### config.mk
export PLATFORM = sky130hd
export DESIGN_NAME = muldiv_writeback_unit
export DESIGN_NICKNAME = d
export VERILOG_FILES = /design/src/rtl/muldiv_writeback_unit.sv
export SDC_FILE = /design/constraint.sdc
export NUM_CORES = 1
export LEC_CHECK = 0
export BUFFER_PORTS_ARGS = -buffer_cell sky130_fd_sc_hd__buf_2
export CAP_MARGIN = 20
export CORE_ASPECT_RATIO = 1.4
export CORE_MARGIN = 5
export CORE_UTILIZATION = 55
export CTS_BUF_LIST = sky130_fd_sc_hd__clkbuf_16
export CTS_CLUSTER_DIAMETER = 50
export DETAILED_ROUTE_END_ITERATION = 7
export PLACE_DENSITY = 0.85
export SYNTH_ARGS = -nofsm -noshare
export SYNTH_HDL_FRONTEND = slang
export SYNTH_SLANG_ARGS = --single-unit
export TNS_END_PERCENT = 5
### constraint.sdc
create_clock -name clk -period 7.65 [get_ports clk]
set_input_delay 0.3825 -clock clk [delete_from_list [all_inputs] [get_ports clk]]
set_output_delay 0.3825 -clock clk [all_outputs]
set_load 0.05 [all_outputs]
### src/rtl/muldiv_writeback_unit.sv
// Iterative 16-bit unsigned multiply/divide unit feeding the register file write port.
// One operation per accepted start; result is written back for exactly one cycle.
module muldiv_writeback_unit #(
    parameter int unsigned WordLen    = 16,
    parameter int unsigned RegAddrLen = 3
) (
    input  logic                  clk,
    input  logic                  rst,
    input  logic                  start,
    input  logic [1:0]            op,
    input  logic [WordLen-1:0]    operandA,
    input  logic [WordLen-1:0]    operandB,
    input  logic [RegAddrLen-1:0] destReg,
    output logic                  busy,
    output logic                  done,
    output logic                  regWrite,
    output logic [RegAddrLen-1:0] writeRegister,
    output logic [WordLen-1:0]    writeData
);

    localparam int unsigned CntW = $clog2(WordLen);
    localparam logic [CntW-1:0] LastStep = CntW'(WordLen - 1);

    typedef enum logic [1:0] {
        StIdle,
        StRun,
        StWb
    } state_e;

    state_e                state_q, state_d;
    logic [CntW-1:0]       cnt_q, cnt_d;
    logic [1:0]            op_q, op_d;
    logic [WordLen-1:0]    b_q, b_d;
    logic [RegAddrLen-1:0] dest_q, dest_d;
    // hi holds the product high half or the partial remainder; lo holds the
    // product low half or the dividend shifting out / quotient shifting in.
    logic [WordLen-1:0]    hi_q, hi_d;
    logic [WordLen-1:0]    lo_q, lo_d;
    logic [WordLen-1:0]    wdata_q, wdata_d;
    logic [RegAddrLen-1:0] wreg_q, wreg_d;

    logic [WordLen:0]      mul_sum;
    logic [WordLen:0]      div_shift;
    logic [WordLen-1:0]    div_sub;
    logic                  div_ok;

    assign mul_sum   = {1'b0, hi_q} + (lo_q[0] ? {1'b0, b_q} : '0);
    assign div_shift = {hi_q, lo_q[WordLen-1]};
    assign div_ok    = (div_shift >= {1'b0, b_q});
    // Only taken when no borrow, so the difference always fits in WordLen bits.
    assign div_sub   = WordLen'(div_shift - {1'b0, b_q});

    always_comb begin
        state_d = state_q;
        cnt_d   = cnt_q;
        op_d    = op_q;
        b_d     = b_q;
        dest_d  = dest_q;
        hi_d    = hi_q;
        lo_d    = lo_q;
        wdata_d = wdata_q;
        wreg_d  = wreg_q;

        case (state_q)
            StIdle: begin
                if (start) begin
                    op_d   = op;
                    b_d    = operandB;
                    dest_d = destReg;
                    cnt_d  = '0;
                    hi_d   = '0;
                    lo_d   = operandA;
                    if (op[1] && (operandB == '0)) begin
                        state_d = StWb;
                        wdata_d = op[0] ? operandA : '1;
                        wreg_d  = destReg;
                    end else begin
                        state_d = StRun;
                    end
                end
            end
            StRun: begin
                cnt_d = cnt_q + CntW'(1);
                if (op_q[1]) begin
                    hi_d = div_ok ? div_sub : div_shift[WordLen-1:0];
                    lo_d = {lo_q[WordLen-2:0], div_ok};
                end else begin
                    hi_d = mul_sum[WordLen:1];
                    lo_d = {mul_sum[0], lo_q[WordLen-1:1]};
                end
                if (cnt_q == LastStep) begin
                    state_d = StWb;
                    // MULHU and REMU take the high/remainder half, MUL and DIVU the low/quotient.
                    wdata_d = op_q[0] ? hi_d : lo_d;
                    wreg_d  = dest_q;
                end
            end
            StWb: begin
                state_d = StIdle;
            end
            default: begin
                state_d = StIdle;
            end
        endcase
    end

    always_ff @(posedge clk) begin
        if (rst) begin
            state_q <= StIdle;
            cnt_q   <= '0;
            op_q    <= '0;
            b_q     <= '0;
            dest_q  <= '0;
            hi_q    <= '0;
            lo_q    <= '0;
            wdata_q <= '0;
            wreg_q  <= '0;
        end else begin
            state_q <= state_d;
            cnt_q   <= cnt_d;
            op_q    <= op_d;
            b_q     <= b_d;
            dest_q  <= dest_d;
            hi_q    <= hi_d;
            lo_q    <= lo_d;
            wdata_q <= wdata_d;
            wreg_q  <= wreg_d;
        end
    end

    assign busy          = (state_q != StIdle);
    assign done          = (state_q == StWb);
    // Register 0 is hardwired to zero, so its writeback is suppressed.
    assign regWrite      = done && (wreg_q != '0);
    assign writeRegister = wreg_q;
    assign writeData     = wdata_q;

endmodule

==> results.py, run 1 <==
metrics = {
    "worst_hold_path": {
        "worstHoldStart": "operandB[6]",
        "worstHoldPathType": "primary input to flip-flop",
    },
    "sta": {
        "tightest_slew_ns": 0.914,
        "finalSetupViolations": 0,
        "hold_viol": 0,
        "fin_ws_ns": 4.40,
        "finalCriticalPeriod_ns": 3.25,
        "finalClockSkew_ns": 0.00912,
        "finalSetupTns_ns": 0,
        "report.final.slew_viol_count": 0,
        "fin_crit_sh_pct": 42.5,
        "slew_headroom_pct": 38.5,
        "clock.fmax_mhz": 307,
        "rsz0062_at_grt": "no",
    },
    "grt": {
        "grt_pass1_vias": 5774,
        "grt_start_max_net_pins": 80,
        "gr-total-overflow": 0,
        "antenna_found_initial": 0,
        "grt_first_pass_wirelength_um": 28700,
        "grt_usage_pct": 27.2,
    },
    "detailed_routing": {
        "drtIter0Drc": 673,
        "viasPerCell": 6.50,
        "wl_per_cell_um": 18.6,
        "drc": 0,
        "num_vias": 6225,
        "routed_wl_um": 17800,
        "final_antenna_net_count": 0,
        "firstDrtPassIters": 8,
    },
    "pwr": {
        "p_total_mw": 1.22,
        "p_per_area_nw_per_um2": 190,
        "peakVddDrop_uv": 180,
        "p_sw_uw": 425,
        "switching_share_pct": 34.8,
        "pwr-share-comb_pct": 28.0,
        "seqPwrFrac_pct": 36.3,
        "leakagePower_nw": 2.58,
        "cellInternalPower_uw": 798,
        "p_clk_share_pct": 35.7,
    },
    "floorplanning": {
        "fp.dieW_um": 96.7,
        "die_area_um2": 12700,
        "io_pins": 62,
        "start_util_pct": 55.9,
        "die_h_um": 131,
        "fp-row-count": 44,
        "core_area_um2": 10300,
    },
    "clock_network": {
        "cts_made_buffers": 9,
        "clk_pin_slew_ns": 0.06,
        "clk_path_buf_depth": 2,
        "worst_skew_pair.late_latency_ns": 0.35,
        "post_cts_buffers": 0,
        "clkSinkCount": 78,
        "cts_tree": "done",
        "clockRootBuffer": "clkbuf_16",
        "htree_levels": 3,
        "cts_resized": 0,
        "ctsHoldBuffers": 0,
    },
    "synthesis": {
        "avgSynthCellArea_um2": 7.41,
        "synth-compound-area-share_pct": 29.0,
        "synth_fa_ha_area_share_pct": 7.83,
        "synthCells": 780,
        "synth-xor-area-share_pct": 2.57,
        "synth_fp_nets": 855,
        "synth_edf_count": 0,
        "ys.flop_type": "dfxtp_1",
        "ys_types": 78,
        "ys_warn_count": 0,
        "ys_ff_latch": 78,
        "synthArstFlopShare_pct": 0,
        "synth_mux_area_share_pct": 3.48,
        "ys_seq_area_share_pct": 27.0,
        "synthesis.area_um2": 5780,
        "synthSimpleGateAreaFrac_pct": 25.2,
        "synth_top_family_by_area": "compound AO/OA/AOI/OAI gates",
    },
    "layout": {
        "drive_gt1_share_pct": 13.3,
        "areaGrowthSynthToFinish_pct": 11.4,
        "fin_nets": 889,
        "n_antenna_cell": 0,
        "final_util_pct": 62.2,
        "most-common-layout-cells": "101 x nand2_1, 87 x a21oi_1, 80 x nor2_1, 77 x dfxtp_1, 61 x buf_2",
        "layout_commonest_cell": "nand2_1",
    },
    "placed_design": {
        "hpwl_um": 12800,
        "gp_congestion": 0.988,
        "io_buffers": 61,
        "place_worst_setup_slack_ns": 4.45,
    },
    "worst_setup_path": {
        "worstPathRequired_ns": 7.85,
        "slowest_delay_ns": 0.52,
        "cp_cell_sequence": "inv_1 > ha_1 > inv_1 > fa_1 > a21o_1 > a21oi_2 > o21ai_2 > a311o_1 > and4b_1 > or4_1 > a31oi_1 > o31ai_1",
        "critPathTopFamily": "compound AO/OA/AOI/OAI gates",
        "critical_path_arrival_ns": 3.46,
        "crit_path_start": "lo_q[15]$_SDFFE_PP0P_",
        "r2r_start": "lo_q[15]$_SDFFE_PP0P_",
        "path_buf_inv": 2,
        "cp_max_fo": 4,
        "path_class": "flip-flop to flip-flop",
        "endpoint_kind": "flip-flop",
        "start_kind": "flip-flop",
        "slowest_stage": "or4_1",
        "path_common_cell": "inv_1",
    },
    "outcome": {
        "run_status": "completed",
    },
    "flow_run": {
        "maxCapViolations": 0,
    },
}
## logic make-up after synthesis
| logic type | Yosys count |
|---|---|
| DFF | 78 |
| and+or+nand+nor | 300 |
| AOI/OAI and AO/OA | 256 |
| muxes | 20 |
| adders and majority gates | 35 |
| buffers and inverters | 74 |
| xor gates and xnor gates | 17 |
## path summary, 6_finish.rpt
path / endpoint / slack (ns) / depth (start not counted)
setup reg to reg: hi_q[12]$_SDFFE_PP0P_ / 4.40 / 12
hold / removal: b_q[6]$_SDFFE_PP0P_ / 0.28 / 3
setup / recovery: hi_q[12]$_SDFFE_PP0P_ / 4.40 / 12
hold reg to reg: writeData[8]$_SDFFE_PP0P_ / 0.45 / 2
## cell type report
| cell class | instances | area [um^2] |
|---|---|---|
| Clock buffer | 9 | 225 |
| Clock inverter | 7 | 71.3 |
| Fill cell | 968 | 3910 |
| Inverter | 28 | 105 |
| Multi-Input combinational cell | 628 | 3940 |
| Sequential cell | 78 | 1560 |
| Tap cell | 138 | 173 |
| Timing Repair Buffer | 69 | 365 |
## synth_stat cells (all sizes together) (6+ instances only)
cell type  number  area (um^2)
inv            26         97.6
o211ai          9         72.6
o21a           10         75.1
clkbuf         36          135
o21ai          50          258
nand2         102          385
nor2           83          338
nor2b           6         37.5
and3            8         50.1
a221oi         15          131
nand2b          6         37.5
a31oi          11         68.8
o22ai           7         43.8
a211o           6         52.6
mux2i          19          190
dfxtp          78         1560
or3             6         37.5
nor3           11         65.1
nand3b          6         45.0
and2           19          119
buf            10         46.3
o31ai           9         72.6
ha             33          413
nand3          28          145
xor2            8         70.1
a21oi          88          444
a211oi          7         52.6
xnor2           9         78.8
## worst register-to-register path: stages (launching register included)
cell	delay, ns
dfxtp_1	0.37
inv_1	0.08
ha_1	0.18
inv_1	0.06
fa_1	0.41
a21o_1	0.21
a21oi_2	0.19
o21ai_2	0.08
a311o_1	0.36
and4b_1	0.20
or4_1	0.52
a31oi_1	0.35
o31ai_1	0.10
## through the flow
stage	hold WS, ns	instances	cell area (um^2)
floorplan	0.437	780	5780
global placement	0.442	941	6150
detailed placement	0.449	941	6150
CTS	0.282	957	6440
global route	0.290	957	6440
finish	0.281	957	6440
## registers in the layout, indices dropped and copies added (netlist names)
name / count
hi_q: 16
state_q: 2
b_q: 16
writeRegister: 3
dest_q: 3
lo_q: 16
op_q: 2
cnt_q: 4
writeData: 16
## power by group through the flow
| stage | Clock [mW] | Sequential [mW] | Combinational, mW |
|---|---|---|---|
| 4_1_cts | 0.435 | 0.444 | 0.335 |
| 6_report | 0.436 | 0.444 | 0.343 |
| 3_5_place_dp | 0 | 0.453 | 0.332 |
| 2_1_floorplan | 0 | 0.443 | 0.251 |
| 3_3_place_gp | 0 | 0.452 | 0.328 |
| 5_1_grt | 0.454 | 0.446 | 0.373 |
## metal layers
layer | track usage (%) | part of all wire [%]
met1 | 33.2 | 39
met2 | 45.5 | 48
met3 | 4.24 | 8.1
met4 | 15.0 | 5.1
met5 | 0 | 0
Note: power is estimated with default switching activity, not from simulation.
==> run 2: changes to the inputs <==
Clock period 7.65 ns to 3 ns, I/O delays scaled along.
==> results.py, run 2 (synthesis gave the netlist of run 1 again) <==
metrics = {
    "worst_setup_path": {
        "endpoint_kind": "flip-flop",
        "cp_cell_sequence": "and2_1 > ha_1 > inv_1 > fa_1 > nor2b_1 > o31a_1 > o21bai_1 > nand2_1 > a31oi_1 > a22oi_1 > a311oi_1 > buf_4 > o21ai_0",
        "cp_max_fo": 7,
        "worstPathRequired_ns": 3.23,
        "slowest_stage": "dfxtp_2",
        "slowest_delay_ns": 0.35,
        "critical_path_arrival_ns": 3.15,
        "path_class": "flip-flop to flip-flop",
        "start_kind": "flip-flop",
    },
    "clock_network": {
        "clockRootBuffer": "clkbuf_16",
        "worst_skew_pair.late_latency_ns": 0.35,
        "cts_tree": "done",
        "htree_levels": 3,
        "clk_pin_slew_ns": 0.06,
        "cts_made_buffers": 9,
        "clk_path_buf_depth": 2,
        "clkSinkCount": 78,
    },
    "grt": {
        "grt_start_max_net_pins": 47,
        "gr-total-overflow": 0,
        "grt_usage_pct": 28.4,
        "antenna_found_initial": 0,
        "grt_first_pass_wirelength_um": 29900,
        "grt_pass1_vias": 6013,
    },
    "sta": {
        "fin_crit_sh_pct": 97.2,
        "finalCriticalPeriod_ns": 2.92,
        "finalSetupViolations": 0,
        "hold_viol": 0,
        "slew_headroom_pct": 56.7,
        "rsz0062_at_grt": "yes",
        "fin_ws_ns": 0.0835,
        "finalSetupTns_ns": 0,
        "report.final.slew_viol_count": 0,
        "clock.fmax_mhz": 343,
        "finalClockSkew_ns": 0.00735,
        "tightest_slew_ns": 0.650,
    },
    "pwr": {
        "p_per_area_nw_per_um2": 473,
        "p_total_mw": 3.16,
        "p_clk_share_pct": 34.7,
        "p_sw_mw": 1.09,
        "seqPwrFrac_pct": 35.5,
        "cellInternalPower_mw": 2.07,
        "peakVddDrop_uv": 430,
        "switching_share_pct": 34.6,
        "leakagePower_nw": 2.73,
        "pwr-share-comb_pct": 29.8,
    },
    "placed_design": {
        "gp_congestion": 0.990,
        "hpwl_um": 13800,
        "placed_area_um2": 6340,
        "place_worst_setup_slack_ns": 0.0265,
        "io_buffers": 61,
    },
    "floorplanning": {
        "die_area_um2": 12700,
        "fp-row-count": 44,
        "io_pins": 62,
        "fp.dieW_um": 96.7,
        "start_util_pct": 55.9,
        "die_h_um": 131,
        "core_area_um2": 10300,
    },
    "layout": {
        "n_antenna_cell": 0,
        "drive_gt1_share_pct": 16.9,
        "final_util_pct": 64.6,
        "layout_commonest_cell": "nand2_1",
        "fin_area_um2": 6680,
        "fin_nets": 916,
        "most-common-layout-cells": "101 x nand2_1, 86 x a21oi_1, 80 x nor2_1, 75 x dfxtp_1, 61 x buf_2",
        "areaGrowthSynthToFinish_pct": 15.5,
    },
    "detailed_routing": {
        "num_vias": 6446,
        "firstDrtPassIters": 6,
        "drtIter0Drc": 779,
        "drc": 0,
        "routed_wl_um": 19000,
        "viasPerCell": 6.55,
        "final_antenna_net_count": 0,
        "wl_per_cell_um": 19.3,
    },
    "worst_hold_path": {
        "worstHoldPathType": "primary input to flip-flop",
    },
    "outcome": {
        "run_status": "completed",
    },
    "flow_run": {
        "maxCapViolations": 0,
    },
}
run 2: cell types whose count changed in the layout (fill, tap and decap cells not counted), sizes merged:
cell      before  now
clkinvlp       2    1
buf           69   96
clkinv         4    5
run 2: cell type report:
| type | count | area (um^2) |
|---|---|---|
| tap | 138 | 173 |
| sequential | 78 | 1570 |
| multi-input combinational | 628 | 3980 |
| fill | 904 | 3670 |
| clock inverter | 7 | 67.6 |
| inverter | 28 | 105 |
| timing repair buffer | 96 | 568 |
| clock buffer | 9 | 225 |
run 2: stage by stage:
stage	std cells	hold slack [ns]
floorplan	780	0.286
global placement	967	0.403
detailed placement	967	0.411
CTS	983	0.0503
global route	984	0.0589
finish	984	0.0495
run 2: power by group through the flow:
| stage | Sequential, mW | Clock, mW | Combinational (mW) |
|---|---|---|---|
| 6_report | 1.12 | 1.10 | 0.942 |
| 5_1_grt | 1.13 | 1.13 | 1.00 |
| 4_1_cts | 1.12 | 1.09 | 0.898 |
| 3_5_place_dp | 1.14 | 0 | 0.887 |
| 3_3_place_gp | 1.14 | 0 | 0.879 |
| 2_1_floorplan | 1.13 | 0 | 0.639 |
run 2: layer usage:
metal / track usage [%] / vias up / routed length, um
met1: 32.9 / 2980 / 6910
met3: 4.24 / 98 / 1640
met2: 47.4 / 401 / 9160
met4: 20.5 / 0 / 1330
li1: - / 2967 / -
met5: 0 / - / 0
run 2: critical path, delay by kind of cell (launching register included):
kind | cells | cell delay, ns
AO/OA/AOI/OAI | 6 | 1.38
adder cells (fa/ha/maj) | 2 | 0.43
buffers and inverters | 2 | 0.27
flip-flops | 1 | 0.35
AND/OR/NAND/NOR | 3 | 0.37
run 2: repair_timing:
| item | 4_1_cts | 5_1_grt |
|---|---|---|
| setup buffers | 0 | 1 |
| cloned | 0 | 0 |
| pin swaps | 2 | 3 |
| hold buffers | 0 | 0 |
| gates resized for setup | 1 | 9 |
| endpoints found under the setup margin | 2 | 23 |
run 2: worst paths after layout:
path | to | slack [ns] | startpoint | depth (start not counted)
max | writeData[15]$_SDFFE_PP0P_ | 0.08 | lo_q[0]$_SDFFE_PP0P_ | 13
min | dest_q[0]$_SDFFE_PP0P_ | 0.05 | destReg[0] | 3
max reg2reg | writeData[15]$_SDFFE_PP0P_ | 0.08 | lo_q[0]$_SDFFE_PP0P_ | 13
min reg2reg | writeData[8]$_SDFFE_PP0P_ | 0.46 | writeData[8]$_SDFFE_PP0P_ | 2
